<file path="src/rtl/riscv_pkg.sv">
// Shared RISC-V core constants: data/address widths, x0 index and a decode helper.
package riscv_pkg;

    localparam int unsigned XLEN = 32;
    localparam int unsigned AW   = 5;
    localparam int unsigned NREG = 2 ** AW;

    // Architectural zero register; writes to it are discarded everywhere.
    localparam logic [AW-1:0] X0_IDX = '0;

    // One register-file write-port request.
    typedef struct packed {
        logic            we;
        logic [AW-1:0]   wa;
        logic [XLEN-1:0] wd;
    } rf_wr_t;

    // One-hot decode of a register index.
    function automatic logic [NREG-1:0] reg_onehot(input logic [AW-1:0] idx);
        logic [NREG-1:0] oh;
        oh      = '0;
        oh[idx] = 1'b1;
        return oh;
    endfunction

endpackage

</file>
<file path="src/rtl/riscv_rf_write_arbiter_if.sv">
// Bundle of writeback, long-latency, issue, decode and register-file signals
// around the register-file write arbiter.
interface riscv_rf_write_arbiter_if;
    import riscv_pkg::*;

    // Pipeline writeback request
    logic            wb_we;
    logic [AW-1:0]   wb_wa;
    logic [XLEN-1:0] wb_wd;
    // Long-latency result offer
    logic            lu_valid;
    logic [AW-1:0]   lu_wa;
    logic [XLEN-1:0] lu_wd;
    logic            lu_ready;
    // Long-latency issue
    logic            iss_valid;
    logic [AW-1:0]   iss_rd;
    // Decode-stage operands
    logic [AW-1:0]   id_ra1;
    logic [AW-1:0]   id_ra2;
    logic [AW-1:0]   id_rd;
    logic            id_stall;
    logic            wb_block;
    // Register-file write port
    logic            rf_we;
    logic [AW-1:0]   rf_wa;
    logic [XLEN-1:0] rf_wd;
    logic            err_unexp;

    // Surrounding pipeline side
    modport master (
        output wb_we, wb_wa, wb_wd,
        output lu_valid, lu_wa, lu_wd,
        output iss_valid, iss_rd,
        output id_ra1, id_ra2, id_rd,
        input  lu_ready, id_stall, wb_block,
        input  rf_we, rf_wa, rf_wd, err_unexp
    );

    // Arbiter side
    modport slave (
        input  wb_we, wb_wa, wb_wd,
        input  lu_valid, lu_wa, lu_wd,
        input  iss_valid, iss_rd,
        input  id_ra1, id_ra2, id_rd,
        output lu_ready, id_stall, wb_block,
        output rf_we, rf_wa, rf_wd, err_unexp
    );

endinterface

</file>
<file path="src/rtl/riscv_lu_wbuf.sv">
// One-entry valid/ready buffer for long-latency results, with a saturating
// counter of cycles the held entry has lost the write port to writeback.
module riscv_lu_wbuf
    import riscv_pkg::*;
#(
    parameter int unsigned STARVE_MAX = 4
) (
    input  logic            clk,
    input  logic            rst,
    input  logic            in_valid,
    input  logic [AW-1:0]   in_wa,
    input  logic [XLEN-1:0] in_wd,
    output logic            in_ready,
    input  logic            wb_act,
    output logic            buf_valid,
    output logic [AW-1:0]   buf_wa,
    output logic [XLEN-1:0] buf_wd,
    output logic            drain,
    output logic            wb_block
);

    logic            valid_q, valid_d;
    logic [AW-1:0]   wa_q, wa_d;
    logic [XLEN-1:0] wd_q, wd_d;
    logic [3:0]      wait_q, wait_d;
    logic            load;

    // Handshake: the port is free whenever writeback is idle, so a held entry
    // drains and a new one can be taken in the same cycle.
    always_comb begin
        drain    = valid_q && !wb_act;
        in_ready = !rst && (!valid_q || drain);
        // Results for x0 are accepted and dropped.
        load     = in_valid && in_ready && (in_wa != X0_IDX);
    end

    // Next-state for the entry and the starvation counter.
    always_comb begin
        valid_d = valid_q;
        wa_d    = wa_q;
        wd_d    = wd_q;
        wait_d  = wait_q;
        if (load) begin
            valid_d = 1'b1;
            wa_d    = in_wa;
            wd_d    = in_wd;
        end else if (drain) begin
            valid_d = 1'b0;
        end
        if (!valid_q || drain) begin
            wait_d = 4'd0;
        end else if (wait_q != 4'hF) begin
            // Held and not draining means writeback took the port.
            wait_d = wait_q + 4'd1;
        end
    end

    // Buffer state register.
    always_ff @(posedge clk or posedge rst) begin
        if (rst) begin
            valid_q <= 1'b0;
            wa_q    <= '0;
            wd_q    <= '0;
            wait_q  <= 4'd0;
        end else begin
            valid_q <= valid_d;
            wa_q    <= wa_d;
            wd_q    <= wd_d;
            wait_q  <= wait_d;
        end
    end

    // Outputs are pure state so wb_block has no path from wb_we.
    always_comb begin
        buf_valid = valid_q;
        buf_wa    = wa_q;
        buf_wd    = wd_q;
        wb_block  = (wait_q >= 4'(STARVE_MAX));
    end

endmodule

</file>
<file path="src/rtl/riscv_rf_write_arbiter.sv">
// Register-file write-port arbiter: writeback has priority, long-latency
// results wait in a one-entry buffer; a scoreboard stalls decode on
// destinations still in flight.
module riscv_rf_write_arbiter
    import riscv_pkg::*;
#(
    parameter int unsigned STARVE_MAX = 4
) (
    input logic                     clk,
    input logic                     rst,
    riscv_rf_write_arbiter_if.slave bus
);

    logic            wb_act;
    logic            lu_ready;
    logic            lu_accept;
    logic            buf_valid;
    logic [AW-1:0]   buf_wa;
    logic [XLEN-1:0] buf_wd;
    logic            drain;
    logic            wb_block;
    logic [NREG-1:0] busy_q, busy_d, busy_eff;
    logic            err_q, err_d;
    rf_wr_t          wr;

    assign wb_act = bus.wb_we && (bus.wb_wa != X0_IDX);

    riscv_lu_wbuf #(
        .STARVE_MAX (STARVE_MAX)
    ) u_wbuf (
        .clk       (clk),
        .rst       (rst),
        .in_valid  (bus.lu_valid),
        .in_wa     (bus.lu_wa),
        .in_wd     (bus.lu_wd),
        .in_ready  (lu_ready),
        .wb_act    (wb_act),
        .buf_valid (buf_valid),
        .buf_wa    (buf_wa),
        .buf_wd    (buf_wd),
        .drain     (drain),
        .wb_block  (wb_block)
    );

    assign lu_accept = bus.lu_valid && lu_ready;

    // Write-port mux: writeback first, then the buffer; nothing under reset.
    always_comb begin
        wr = '0;
        if (!rst) begin
            if (wb_act) begin
                wr = '{we: 1'b1, wa: bus.wb_wa, wd: bus.wb_wd};
            end else if (buf_valid) begin
                wr = '{we: 1'b1, wa: buf_wa, wd: buf_wd};
            end
        end
    end

    // Scoreboard next-state: clear on drain, then set on issue so set wins.
    always_comb begin
        busy_d = busy_q;
        if (drain) begin
            busy_d[buf_wa] = 1'b0;
        end
        if (bus.iss_valid && (bus.iss_rd != X0_IDX)) begin
            busy_d[bus.iss_rd] = 1'b1;
        end
        busy_d[X0_IDX] = 1'b0;
    end

    // Sticky flag for a result nobody was waiting on.
    always_comb begin
        err_d = err_q;
        if (lu_accept && (bus.lu_wa != X0_IDX) && !busy_q[bus.lu_wa]) begin
            err_d = 1'b1;
        end
    end

    // Scoreboard and error state.
    always_ff @(posedge clk or posedge rst) begin
        if (rst) begin
            busy_q <= '0;
            err_q  <= 1'b0;
        end else begin
            busy_q <= busy_d;
            err_q  <= err_d;
        end
    end

    // Hazard check; a register draining this cycle is forwarded by the RF.
    always_comb begin
        busy_eff = busy_q & ~(drain ? reg_onehot(buf_wa) : '0);
        busy_eff[X0_IDX] = 1'b0;
        bus.id_stall = busy_eff[bus.id_ra1] | busy_eff[bus.id_ra2] | busy_eff[bus.id_rd];
    end

    // Remaining outputs.
    always_comb begin
        bus.lu_ready  = lu_ready;
        bus.wb_block  = wb_block;
        bus.rf_we     = wr.we;
        bus.rf_wa     = wr.wa;
        bus.rf_wd     = wr.wd;
        bus.err_unexp = err_q;
    end

endmodule

</file>
<file path="src/flat_wrapper.sv">
// flat-port wrapper written by rule: the top's interface ports become plain ports
module riscv_rf_write_arbiter_flat import riscv_pkg::*;
#(
    parameter int unsigned STARVE_MAX = 4
)
  (clk, rst, bus_wb_we, bus_wb_wa, bus_wb_wd, bus_lu_valid, bus_lu_wa, bus_lu_wd, bus_iss_valid, bus_iss_rd, bus_id_ra1, bus_id_ra2, bus_id_rd, bus_lu_ready, bus_id_stall, bus_wb_block, bus_rf_we, bus_rf_wa, bus_rf_wd, bus_err_unexp);
  riscv_rf_write_arbiter_if bus_i ();
  input logic clk;
  input logic rst;
  input wire logic [$bits(bus_i.wb_we)-1:0] bus_wb_we;
  input wire logic [$bits(bus_i.wb_wa)-1:0] bus_wb_wa;
  input wire logic [$bits(bus_i.wb_wd)-1:0] bus_wb_wd;
  input wire logic [$bits(bus_i.lu_valid)-1:0] bus_lu_valid;
  input wire logic [$bits(bus_i.lu_wa)-1:0] bus_lu_wa;
  input wire logic [$bits(bus_i.lu_wd)-1:0] bus_lu_wd;
  input wire logic [$bits(bus_i.iss_valid)-1:0] bus_iss_valid;
  input wire logic [$bits(bus_i.iss_rd)-1:0] bus_iss_rd;
  input wire logic [$bits(bus_i.id_ra1)-1:0] bus_id_ra1;
  input wire logic [$bits(bus_i.id_ra2)-1:0] bus_id_ra2;
  input wire logic [$bits(bus_i.id_rd)-1:0] bus_id_rd;
  output wire logic [$bits(bus_i.lu_ready)-1:0] bus_lu_ready;
  output wire logic [$bits(bus_i.id_stall)-1:0] bus_id_stall;
  output wire logic [$bits(bus_i.wb_block)-1:0] bus_wb_block;
  output wire logic [$bits(bus_i.rf_we)-1:0] bus_rf_we;
  output wire logic [$bits(bus_i.rf_wa)-1:0] bus_rf_wa;
  output wire logic [$bits(bus_i.rf_wd)-1:0] bus_rf_wd;
  output wire logic [$bits(bus_i.err_unexp)-1:0] bus_err_unexp;
  assign bus_i.wb_we = bus_wb_we;
  assign bus_i.wb_wa = bus_wb_wa;
  assign bus_i.wb_wd = bus_wb_wd;
  assign bus_i.lu_valid = bus_lu_valid;
  assign bus_i.lu_wa = bus_lu_wa;
  assign bus_i.lu_wd = bus_lu_wd;
  assign bus_i.iss_valid = bus_iss_valid;
  assign bus_i.iss_rd = bus_iss_rd;
  assign bus_i.id_ra1 = bus_id_ra1;
  assign bus_i.id_ra2 = bus_id_ra2;
  assign bus_i.id_rd = bus_id_rd;
  assign bus_lu_ready = bus_i.lu_ready;
  assign bus_id_stall = bus_i.id_stall;
  assign bus_wb_block = bus_i.wb_block;
  assign bus_rf_we = bus_i.rf_we;
  assign bus_rf_wa = bus_i.rf_wa;
  assign bus_rf_wd = bus_i.rf_wd;
  assign bus_err_unexp = bus_i.err_unexp;
  riscv_rf_write_arbiter #(.STARVE_MAX(STARVE_MAX)) u_core (.clk(clk), .rst(rst), .bus(bus_i));
endmodule
</file>
<file path="config.mk">
export PLATFORM = sky130hd
export DESIGN_NAME = riscv_rf_write_arbiter_flat
export DESIGN_NICKNAME = d
export VERILOG_FILES = /design/src/rtl/riscv_pkg.sv /design/src/rtl/riscv_rf_write_arbiter_if.sv /design/src/rtl/riscv_lu_wbuf.sv /design/src/rtl/riscv_rf_write_arbiter.sv /design/src/flat_wrapper.sv
export SDC_FILE = /design/constraint.sdc
export NUM_CORES = 1
export LEC_CHECK = 0
export BUFFER_PORTS_ARGS = -buffer_cell sky130_fd_sc_hd__buf_2
export CELL_PAD_IN_SITES_DETAIL_PLACEMENT = 1
export CELL_PAD_IN_SITES_GLOBAL_PLACEMENT = 2
export CORE_MARGIN = 2
export CORE_UTILIZATION = 31
export CTS_CLUSTER_DIAMETER = 100
export DETAILED_ROUTE_END_ITERATION = 16
export GPL_TIMING_DRIVEN = 0
export PLACE_DENSITY_LB_ADDON = 0.1
export SLEW_MARGIN = 20
export SYNTH_ARGS = -nofsm -noshare
export SYNTH_HDL_FRONTEND = slang
export SYNTH_SLANG_ARGS = --single-unit
</file>
<file path="constraint.sdc">
create_clock -name clk -period 2.95 [get_ports clk]
set_clock_uncertainty 0.1 [all_clocks]
set_input_delay 0 -clock clk [delete_from_list [all_inputs] [get_ports clk]]
set_output_delay 0 -clock clk [all_outputs]
set_load 0.03 [all_outputs]
</file>
==> results of run 1 <==
cell families after synthesis:
kind of cell,count (synthesis),synth area share
compound gates,165,0.204
mux,64,0.165
flops,74,0.367
simple gates,198,0.208
xor+xnor,2,0.00347
fa+ha+maj,1,0.00248
buf+inv,51,0.0494
how the worst max path moves through the flow:
stage | startpoint | end | slack, ns | depth (start not counted)
floorplan | u_core.u_wbuf.buf_wa[1] | bus_id_stall | 0.41 | 10
global placement | rst | u_core.busy_q[3] | -0.41 | 3
detailed placement | u_core.u_wbuf.buf_valid | bus_id_stall | -0.27 | 10
CTS | u_core.u_wbuf.buf_wa[0] | bus_id_stall | -0.16 | 11
global route | u_core.u_wbuf.buf_wa[0] | bus_id_stall | -0.30 | 12
finish | u_core.u_wbuf.buf_wa[0] | bus_id_stall | -0.20 | 12
routing by layer:
layer	wire (µm)	share of wire
met4	540	0.025
met5	0	0
met1	9140	0.43
met3	1050	0.050
met2	10500	0.49
cell type report:
| type | instances | area [µm²] |
|---|---|---|
| plain buffers | 43 | 235 |
| clock buffers | 12 | 256 |
| clock inverters | 3 | 15.0 |
| fillers | 1895 | 8830 |
| inverters | 8 | 32.5 |
| multi-input cells | 431 | 3110 |
| flip-flops and latches | 74 | 1850 |
| well taps | 216 | 270 |
| repair buffers | 196 | 1280 |
registers in the layout, summed over array words and instances (netlist names):
name,cells
u_core.bus.err_unexp,1
u_core.busy_q,31
u_core.u_wbuf.wait_q,4
u_core.u_wbuf.buf_wd,32
u_core.u_wbuf.buf_wa,5
u_core.u_wbuf.buf_valid,1
where the power goes:
group	switching (µW)	leakage [µW]	internal (µW)	total (µW)
Clock	431	0.000138	606	1040
Sequential	179	0.000875	1260	1440
Combinational	859	0.00195	633	1490
Total	1470	0.00296	2500	3970
critical path, delay by kind of cell, from the launching register on:
family	cells	cell delay, ns
simple gates	2	0.57
flops	1	0.37
buf+inv	4	0.67
mux	1	0.27
compound gates	5	0.80
placed cells by master (no fill, tap or decap), types with 10 or more instances in the layout:
master / synthesis / final
a21oi_1: 42 / 41
buf_2: 6 / 138
buf_4: 4 / 21
clkbuf_1: 26 / 27
dfrtp_1: 74 / 74
dlygate4sd3_1: 0 / 40
mux2_2: 40 / 40
mux2i_1: 11 / 11
mux4_2: 11 / 11
nand2_1: 55 / 55
nand3_1: 51 / 51
nand3b_1: 14 / 14
nor2_1: 29 / 29
o21ai_0: 56 / 40
o21ai_1: 9 / 10
o21ai_2: 0 / 14
timing repair:
action / 4_1_cts / 5_1_grt
gates cloned: 1 / 1
pin swaps: 6 / 2
buffers inserted: 13 / 6
endpoints found under the setup margin: 1 / 1
hold buffers: 40 / 0
endpoints found under the hold margin: 71 / 0
gates resized for setup: 40 / 12
per-stage QoR:
stage | utilization | worst slack (ns) | area [µm²] | hold slack [ns]
after CTS | 0.437 | -0.161 | 6940 | 0.0363
after detailed placement | 0.379 | -0.271 | 6020 | 0.127
after global placement | 0.377 | -0.405 | 5990 | 0.122
after floorplan | - | 0.405 | 5040 | -0.0358
final | 0.444 | -0.196 | 7060 | 0.0453
after global routing | 0.444 | -0.302 | 7060 | 0.0806
==> summary.txt, run 1 <==
Status - finished with violations
Violated checks - negative setup slack
# DRC - 0
Synth area leaders - dfrtp_1 37%, mux2_2 8.9%, o21ai_0 5.6%, nand3_1 5.1%, mux4_2 4.9%
Setup crit start kind - flip-flop
Leak pwr - 0.00296 µW
Synth-to-layout area growth - 39.9%
Grt met1 use - 0.309
PortBufs - 135
Syn_nets - 655
Hold crit path type - primary input to flip-flop
Most frequent cell after synthesis - dfrtp_1
Worst vdd ir - 0.324 mV
Seq cells post-synth - 74
CP endpoint kind - primary output
Row count - 46
Unrepaired setup endpoints after global routing - true
Clock transition at path regs - 0.06 ns
Initial DRC Count - 346
Worst R2R Path Depth - 8
Clk_lat worst skew - 0.35 ns
Worst Max-Slew Pin Slew - 0.804 ns
Worst endpoint required time - 2.85 ns
Initial Utilization - 0.318
Die area - 17300 µm²
Avg Cell Area, Syn - 9.09 µm²
Tmin final - 3.15 ns
First drt pass iteration count - 4
Die height - 132 µm
Type of the worst setup path - flip-flop to primary output
Share of the synthesized area in the top cell type - 0.367
Final non-filler cell total - 983
Via total after detailed routing - 5403
Gp weighted congestion - 0.880
Sequential fraction of the synthesis area - 0.367
Global-route wire length before repair - 33.2 mm
Ys flop type - dfrtp_1
WP data arrival - 3.05 ns
Yosys cell types - 67
Fmax - 318 MHz
Root buffer cell - clkbuf_16
GRT met2 Usage - 0.423
Post-DP HPWL - 15.3 mm
Hold Path Origin - bus_iss_rd[0]
Tcrit/Tclk final - 1.07
Vias in the first global route - 5745
Overall Global Routing Usage - 0.245
Max-slew violations - 0
Die span in x - 132 µm
Crit-path cells - buf_6, nor4bb_4, buf_4, a21oi_4, buf_6, o21ai_4, mux2_4, a32o_1, or4_1, a32o_1, o2111ai_1, buf_4
Max incr delay on CP - 0.41 ns
CTS tree - built
DR vias/cell - 5.50
Final setup viols - 1
Reg2reg setup slack - 0.71 ns
Antenna diodes - 0
Final WS setup - -0.196 ns
R2r endpoint - u_core.busy_q[1]
Layout cell share with drive strength beyond 1 - 0.359
H-tree levels - 3
Total power - 3970 µW
Post-synthesis async set-or-reset flop share - 1.00
Worst rel slew slack - 0.464
Max cap viols - 0
Hold path depth - 3
Final TNS setup - -0.196 ns
Grt total ovfl - 0
WHS Endpoint - u_core.busy_q[28]
GR Layer Usage met3 - 0.0363
Final Routed Wirelength - 21.2 mm
Warnings from Yosys - 0
IO Pins - 141
Largest net degree at the start of global routing - 48
CP Max Fanout - 9
Gr busiest metal - met2
Power density cells - 562 nW/µm²
Core area - 15900 µm²
Mapped Cells - 555
Hold Fails Final Rpt - 0
Number of synthesized flops with an enable pin - 0
Routed Antenna Nets - 0
Routed length per instance - 21.6 µm
Crit path max-delay cell type - or4_1
TritonCTS Buffers - 9
RR Startpoint - u_core.u_wbuf.buf_wa[1]
CTS Buffer Depth - 2
Cell taking the most area after synthesis - dfrtp_1
Fin nets - 863
Initial antenna violation count - 0
Placed Cells - 907
CTS Sinks - 74
Commonest cells post-synth - 74 x dfrtp_1, 56 x o21ai_0, 55 x nand2_1
Synth Cell Area - 5040 µm²
Note: power is estimated with default switching activity, not from simulation.
==> inputs of run 2 (changes only) <==
--- a/config.mk
+++ b/config.mk
@@ -14,6 +14,7 @@
 export DETAILED_ROUTE_END_ITERATION = 16
 export GPL_TIMING_DRIVEN = 0
 export PLACE_DENSITY_LB_ADDON = 0.1
+export RECOVER_POWER = 50
 export SLEW_MARGIN = 20
 export SYNTH_ARGS = -nofsm -noshare
 export SYNTH_HDL_FRONTEND = slang
==> summary.txt, run 2 (synthesis results as in run 1) <==
Status - finished with violations
Violated checks - negative setup slack
Reg2reg setup slack - 0.71 ns (about the same)
Grt met1 use - 0.309 (unchanged)
Leak pwr - 0.00294 µW (-0.80%)
Via total after detailed routing - 5428 (+0.46%)
Routed Antenna Nets - 0 (unchanged)
Setup WS pre-CTS - -0.271 ns (unchanged)
Layout cell share with drive strength beyond 1 - 0.353 (-0.00522)
Crit path max-delay cell type - or4_1
Clk_lat worst skew - 0.35 ns (about the same)
IO Pins - 141 (unchanged)
Max cap viols - 0 (unchanged)
GRT met2 Usage - 0.423 (unchanged)
Antenna diodes - 0 (unchanged)
PortBufs - 135 (unchanged)
Final non-filler cell total - 983 (unchanged)
Hold crit path type - primary input to flip-flop
Hold Fails Final Rpt - 0 (unchanged)
Commonest cells after routing, fill and taps aside - 134 x buf_2, 74 x dfrtp_1, 55 x nand2_1, 51 x nand3_1, 41 x a21oi_1
TritonCTS Buffers - 9 (unchanged)
Worst endpoint required time - 2.85 ns (about the same)
Type of the worst setup path - flip-flop to primary output
Total power - 3960 µW (about the same)
Tmin final - 3.14 ns (-0.00346 ns)
First drt pass iteration count - 5 (+1)
Die height - 132 µm (unchanged)
Hold path depth - 3 (unchanged)
# DRC - 0 (unchanged)
Logic pwr share - 0.376 (about the same)
Core Util, Final - 0.443 (-0.00165)
DR vias/cell - 5.52 (+0.46%)
Routed length per instance - 21.5 µm (-0.29%)
Worst rel slew slack - 0.136 (-0.328)
Grt total ovfl - 0 (unchanged)
Root buffer cell - clkbuf_16
CTS Sinks - 74 (unchanged)
Pint - 2490 µW (-0.14%)
Largest net degree at the start of global routing - 48 (unchanged)
Post-DP HPWL - 15.3 mm (unchanged)
Setup crit start kind - flip-flop
Core area - 15900 µm² (unchanged)
Vias in the first global route - 5745 (unchanged)
CP endpoint kind - primary output
Gr busiest metal - met2
Die span in x - 132 µm (unchanged)
Die area - 17300 µm² (unchanged)
Fin nets - 863 (unchanged)
Gp weighted congestion - 0.880 (unchanged)
Tcrit/Tclk final - 1.07 (-0.00117)
Final setup viols - 1 (unchanged)
CP Max Fanout - 9 (unchanged)
Initial antenna violation count - 0 (unchanged)
Max reg flops - 32 (unchanged)
Unrepaired setup endpoints after global routing - true
RR Startpoint - u_core.u_wbuf.buf_wa[1]
Crit-path cells - buf_6, nor4bb_4, buf_4, a21oi_4, buf_6, o21ai_4, mux2_4, a32o_1, or4_1, a32o_1, o2111ai_1, buf_4
Most common cell after layout, fill and taps aside - buf_2
Hold Path Origin - bus_iss_rd[0]
WHS Endpoint - u_core.busy_q[28]
Initial Utilization - 0.318 (unchanged)
Placed Cells - 907 (unchanged)
Clock transition at path regs - 0.06 ns (about the same)
Seq pwr share - 0.362 (about the same)
CTS Buffer Depth - 2 (unchanged)
CTS tree - built
Psw - 1470 µW (about the same)
Clock group share of total power - 0.262 (about the same)
Worst R2R Path Depth - 8 (unchanged)
Initial DRC Count - 357 (+3.2%)
Switching share of total power - 0.371 (about the same)
Final WS setup - -0.193 ns (+0.00346 ns)
Fmax - 318 MHz (+0.11%)
Synth-to-layout area growth - 39.4%
Worst vdd ir - 0.323 mV (-0.48%)
Power density cells - 563 nW/µm² (+0.27%)
H-tree levels - 3 (unchanged)
Final Routed Wirelength - 21.2 mm (-0.29%)
Overall Global Routing Usage - 0.245 (unchanged)
Global-route wire length before repair - 33.2 mm (unchanged)
Row count - 46 (unchanged)
R2r endpoint - u_core.busy_q[1]
Worst Max-Slew Pin Slew - 1.29 ns (+0.484 ns)
WP data arrival - 3.04 ns (about the same)
Max incr delay on CP - 0.40 ns (about the same)
GR Layer Usage met3 - 0.0363 (unchanged)
Max-slew violations - 0 (unchanged)
run 2: repair_timing:
| action | 4_1_cts | 5_1_grt |
|---|---|---|
| hold buffers | 40 | 0 |
| buffers inserted | 13 | 6 |
| gates resized for setup | 40 | 12 |
| endpoints found under the hold margin | 71 | 0 |
| cloned | 1 | 1 |
| endpoints found under the setup margin | 1 | 1 |
| pin swaps | 6 | 2 |
run 2: metrics by stage:
step / instance area (µm²) / setup TNS [ns] / hold WS [ns]
final: 7030 / -0.193 / 0.0440
after global routing: 7030 / -0.302 / 0.0806
after CTS: 6940 / -0.161 / 0.0363
after detailed placement: 6020 / -0.271 / 0.127
after global placement: 5990 / -29.55 / 0.122
after floorplan: 5040 / 0 / -0.0358
run 2: cell type report:
class                      instances  area (µm²)
timing repair buffer             196        1260
fill                            1900        8850
clock inverter                     3        15.0
multi-input combinational        431        3110
clock buffer                      12         256
tap                              216         270
inverter                           8        31.3
buffer                            43         235
sequential                        74        1850
run 2: layer usage:
metal | vias to the layer above | share of wire
li1 | 2508 | -
met4 | 0 | 0.024
met2 | 172 | 0.50
met5 | - | 0
met3 | 33 | 0.044
met1 | 2715 | 0.43
run 2: critical path: cells and delay by family, from the launching register on:
family / cells / cell delay, ns
AOI/OAI and AO/OA: 5 / 0.81
buffers and inverters: 4 / 0.66
DFF: 1 / 0.37
muxes: 1 / 0.27
and+or+nand+nor: 2 / 0.56
run 2: worst max path at each step:
stage / from / to / slack (ns) / cells after the start
after floorplan: u_core.u_wbuf.buf_wa[1] / bus_id_stall / 0.41 / 10
after global placement: rst / u_core.busy_q[3] / -0.41 / 3
after detailed placement: u_core.u_wbuf.buf_valid / bus_id_stall / -0.27 / 10
after CTS: u_core.u_wbuf.buf_wa[0] / bus_id_stall / -0.16 / 11
after global routing: u_core.u_wbuf.buf_wa[0] / bus_id_stall / -0.30 / 12
final: u_core.u_wbuf.buf_wa[0] / bus_id_stall / -0.19 / 12
run 2: power groups by stage:
stage | Clock (µW) | Combinational (µW) | Sequential [µW]
2_1_floorplan | 0 | 885 | 1370
3_3_place_gp | 0 | 1290 | 1410
3_5_place_dp | 0 | 1330 | 1430
4_1_cts | 1060 | 1450 | 1420
5_1_grt | 1100 | 1610 | 1460
6_report | 1040 | 1490 | 1440
==> inputs of run 3 (changes only) <==
--- a/config.mk
+++ b/config.mk
@@ -5,11 +5,12 @@
 export SDC_FILE = /design/constraint.sdc
 export NUM_CORES = 1
 export LEC_CHECK = 0
+export ABC_AREA = 1
 export BUFFER_PORTS_ARGS = -buffer_cell sky130_fd_sc_hd__buf_2
 export CELL_PAD_IN_SITES_DETAIL_PLACEMENT = 1
 export CELL_PAD_IN_SITES_GLOBAL_PLACEMENT = 2
 export CORE_MARGIN = 2
-export CORE_UTILIZATION = 31
+export CORE_UTILIZATION = 28
 export CTS_CLUSTER_DIAMETER = 100
 export DETAILED_ROUTE_END_ITERATION = 16
 export GPL_TIMING_DRIVEN = 0
==> summary.txt, run 3 <==
Clock transition at path regs - 0.06 ns (about the same)
Hold Fails Final Rpt - 0 (unchanged)
Register Area - 1850 µm² (unchanged)
RR Startpoint - u_core.u_wbuf.buf_valid
Gr busiest metal - met2
CTS tree - built
Hold path depth - 5 (+2)
Total power - 3850 µW (-2.7%)
Setup WS pre-CTS - 0.707 ns (+0.979 ns)
Mapped Cells - 747 (+35%)
Layout cell share with drive strength beyond 1 - 0.182 (-0.172)
Largest family of logic cells by synthesized area - simple AND/OR/NAND/NOR gates
Fin nets - 1030 (+19%)
CP most frequent cell - nand2_1
Gp weighted congestion - 0.899 (+2.3%)
Ys flop type - dfrtp_1
Row count - 49 (+6.5%)
WHS Endpoint - u_core.u_wbuf.wait_q[1]
Final WS setup - 0.341 ns (+0.534 ns)
Initial Utilization - 0.284 (-0.0331)
Commonest cells after routing, fill and taps aside - 179 x nand2_1, 148 x nand3_1, 136 x buf_2, 98 x nor2_1, 74 x dfrtp_1
# fillers - 2336 (+23%)
Tmin final - 2.61 ns (-0.534 ns)
R2r endpoint - u_core.u_wbuf.buf_wd[23]
Commonest cells post-synth - 179 x nand2_1, 148 x nand3_1, 98 x nor2_1
Hold-fix buffers, CTS - 39 (-2.5%)
Sequential fraction of the synthesis area - 0.364 (-0.00343)
Leak pwr - 0.00319 µW (+8.5%)
# DRC - 0 (unchanged)
Max reg flops - 32 (unchanged)
Multi-input gate area - 2870 µm² (-7.8%)
Worst R2R Path Depth - 10 (+2)
Fmax - 383 MHz (+20%)
Worst Max-Slew Pin Slew - 1.17 ns (-0.117 ns)
Die span in x - 139 µm (+5.5%)
Worst endpoint required time - 2.85 ns (about the same)
Initial antenna violation count - 0 (unchanged)
Routed Antenna Nets - 0 (unchanged)
Warnings from Yosys - 0 (unchanged)
Cell taking the most area after synthesis - dfrtp_1
Most common cell after layout, fill and taps aside - nand2_1
Status - completed
Hold WS - 0.00225 ns (-0.0418 ns)
Max cap viols - 0 (unchanged)
PortBufs - 132 (-2.2%)
Final Routed Wirelength - 21.7 mm (+2.4%)
Post-synthesis mux area share - 0.0708 (-0.0947)
Vias in the first global route - 5857 (+1.9%)
GRT met2 Usage - 0.374 (-0.0491)
Global-route wire length before repair - 33.9 mm (+2.1%)
Overall Global Routing Usage - 0.227 (-0.0184)
H-tree levels - 3 (unchanged)
DR vias/cell - 4.97 (-10%)
Seq cells post-synth - 74 (unchanged)
Max incr delay on CP - 0.44 ns (+0.04 ns)
CTS Sinks - 74 (unchanged)
IO Pins - 141 (unchanged)
CTS resizes - 0 (-100%)
Worst vdd ir - 0.264 mV (-18%)
Tcrit/Tclk final - 0.884 (-0.181)
Synth-to-layout area growth - 32.3%
Power density cells - 572 nW/µm² (+1.5%)
Crit path max-delay cell type - dfrtp_1
Antenna diodes - 0 (unchanged)
Crit-path cells - inv_1, nand3_1, nor2_1, nand3_1, nand2_1, nor2_1, nor2_1, nand2_1, nand3_1, nand2_1, nand2_1, nand2_1, inv_1, nand3_1, buf_2
Synth Cell Area - 5090 µm² (+0.94%)
First drt pass iteration count - 5 (unchanged)
Post-Synth Adder-Cell Area - 0.00246 (-0.0000232)
Routed length per instance - 18.6 µm (-14%)
TritonCTS Buffers - 9 (unchanged)
Share of the synthesized area in the top cell type - 0.364 (-0.00343)
Post-synthesis compound-gate area fraction - 0.121 (-0.0835)
CP Max Fanout - 6 (-3)
Core area - 17900 µm² (+13%)
Most frequent cell after synthesis - nand2_1
Worst rel slew slack - 0.219 (+0.0829)
WP data arrival - 2.51 ns (-0.53 ns)
Number of synthesized flops with an enable pin - 0 (unchanged)
CTS Buffer Depth - 2 (unchanged)
Dpl cell area - 6070 µm² (+0.81%)
Root buffer cell - clkbuf_16
Via total after detailed routing - 5782 (+6.5%)
Simple-gate share of the synthesized area - 0.366 (+0.159)
Unrepaired setup endpoints after global routing - false
Syn_nets - 847 (+29%)
Post-CTS Setup Bufs - 0 (-13)
Die area - 19300 µm² (+11%)
Post-synthesis async set-or-reset flop share - 1.00 (unchanged)
Die height - 139 µm (+5.5%)
Post-synthesis xor/xnor area fraction - 0.00344 (-0.0000324)
Final instance area - 6740 µm² (-4.2%)
Type of the worst setup path - flip-flop to primary output
Reg2reg setup slack - 1.09 ns (+0.38 ns)
Largest net degree at the start of global routing - 49 (+2.1%)
Max-slew violations - 0 (unchanged)
Initial DRC Count - 351 (-1.7%)
Avg Cell Area, Syn - 6.82 µm² (-25%)
Hold crit path type - primary input to flip-flop
Final setup viols - 0 (-1)
Yosys cell types - 31 (-54%)
Hold Path Origin - bus_wb_we
Grt total ovfl - 0 (unchanged)
Clk_lat worst skew - 0.35 ns (about the same)
Setup crit start kind - flip-flop
Synth area leaders - dfrtp_1 36%, nand3_1 15%, nand2_1 13%, nor2_1 7.2%, mux2_1 7.1%
GR Layer Usage met3 - 0.0390 (+0.00275)
CP endpoint kind - primary output
Post-DP HPWL - 16.9 mm (+11%)
Grt met1 use - 0.306 (-0.00219)
-- run 3: worst max-delay path by stage --
stage | startpoint | end | slack (ns) | depth (start not counted)
global placement | rst | u_core.u_wbuf.buf_wd[21] | -0.70 | 8
CTS | u_core.u_wbuf.buf_valid | bus_id_stall | 0.33 | 14
detailed placement | u_core.u_wbuf.buf_wa[3] | bus_id_stall | 0.71 | 15
finish | u_core.u_wbuf.buf_wa[3] | bus_id_stall | 0.34 | 15
floorplan | rst | u_core.u_wbuf.buf_wd[0] | 0.04 | 7
global route | u_core.u_wbuf.buf_wa[0] | bus_id_stall | 0.16 | 15
-- run 3: critical path: cells and delay by family, from the launching register on --
kind	cells	cell delay, ns
buffers and inverters	3	0.39
flip-flops	1	0.44
AND/OR/NAND/NOR	12	1.35
-- run 3: final cells by class --
cell class,instances,share of cell area
multi-input cells,586,0.426
flip-flops and latches,74,0.275
repair buffers,172,0.156
well taps,229,0.0425
clock buffers,10,0.0355
inverters,50,0.0282
plain buffers,37,0.0269
clock inverters,6,0.0104
-- run 3: cell families after synthesis --
logic type | count (synthesis)
AOI/OAI and AO/OA | 117
xor gates and xnor gates | 2
adders and majority gates | 1
buffers and inverters | 87
DFF | 74
muxes | 32
and+or+nand+nor | 434
-- run 3: routing by layer --
metal | vias to the layer above | part of all wire
met2 | 166 | 0.47
met3 | 31 | 0.045
met1 | 2729 | 0.47
met4 | 0 | 0.022
met5 | - | 0
li1 | 2856 | -
-- run 3: stage by stage --
step	std cells	setup TNS, ns	util
2_1_floorplan	747	0	-
3_3_place_gp	1108	-24.50	0.337
5_1_grt	1164	0	0.376
4_1_cts	1164	0	0.378
6_report	1164	0	0.376
3_5_place_dp	1109	0	0.339
-- run 3: power by group --
| part | internal, µW | leakage (µW) | switching, µW | total [µW] |
|---|---|---|---|---|
| registers | 1250 | 0.000876 | 197 | 1450 |
| clock network | 687 | 0.000154 | 465 | 1150 |
| logic | 396 | 0.00216 | 860 | 1260 |
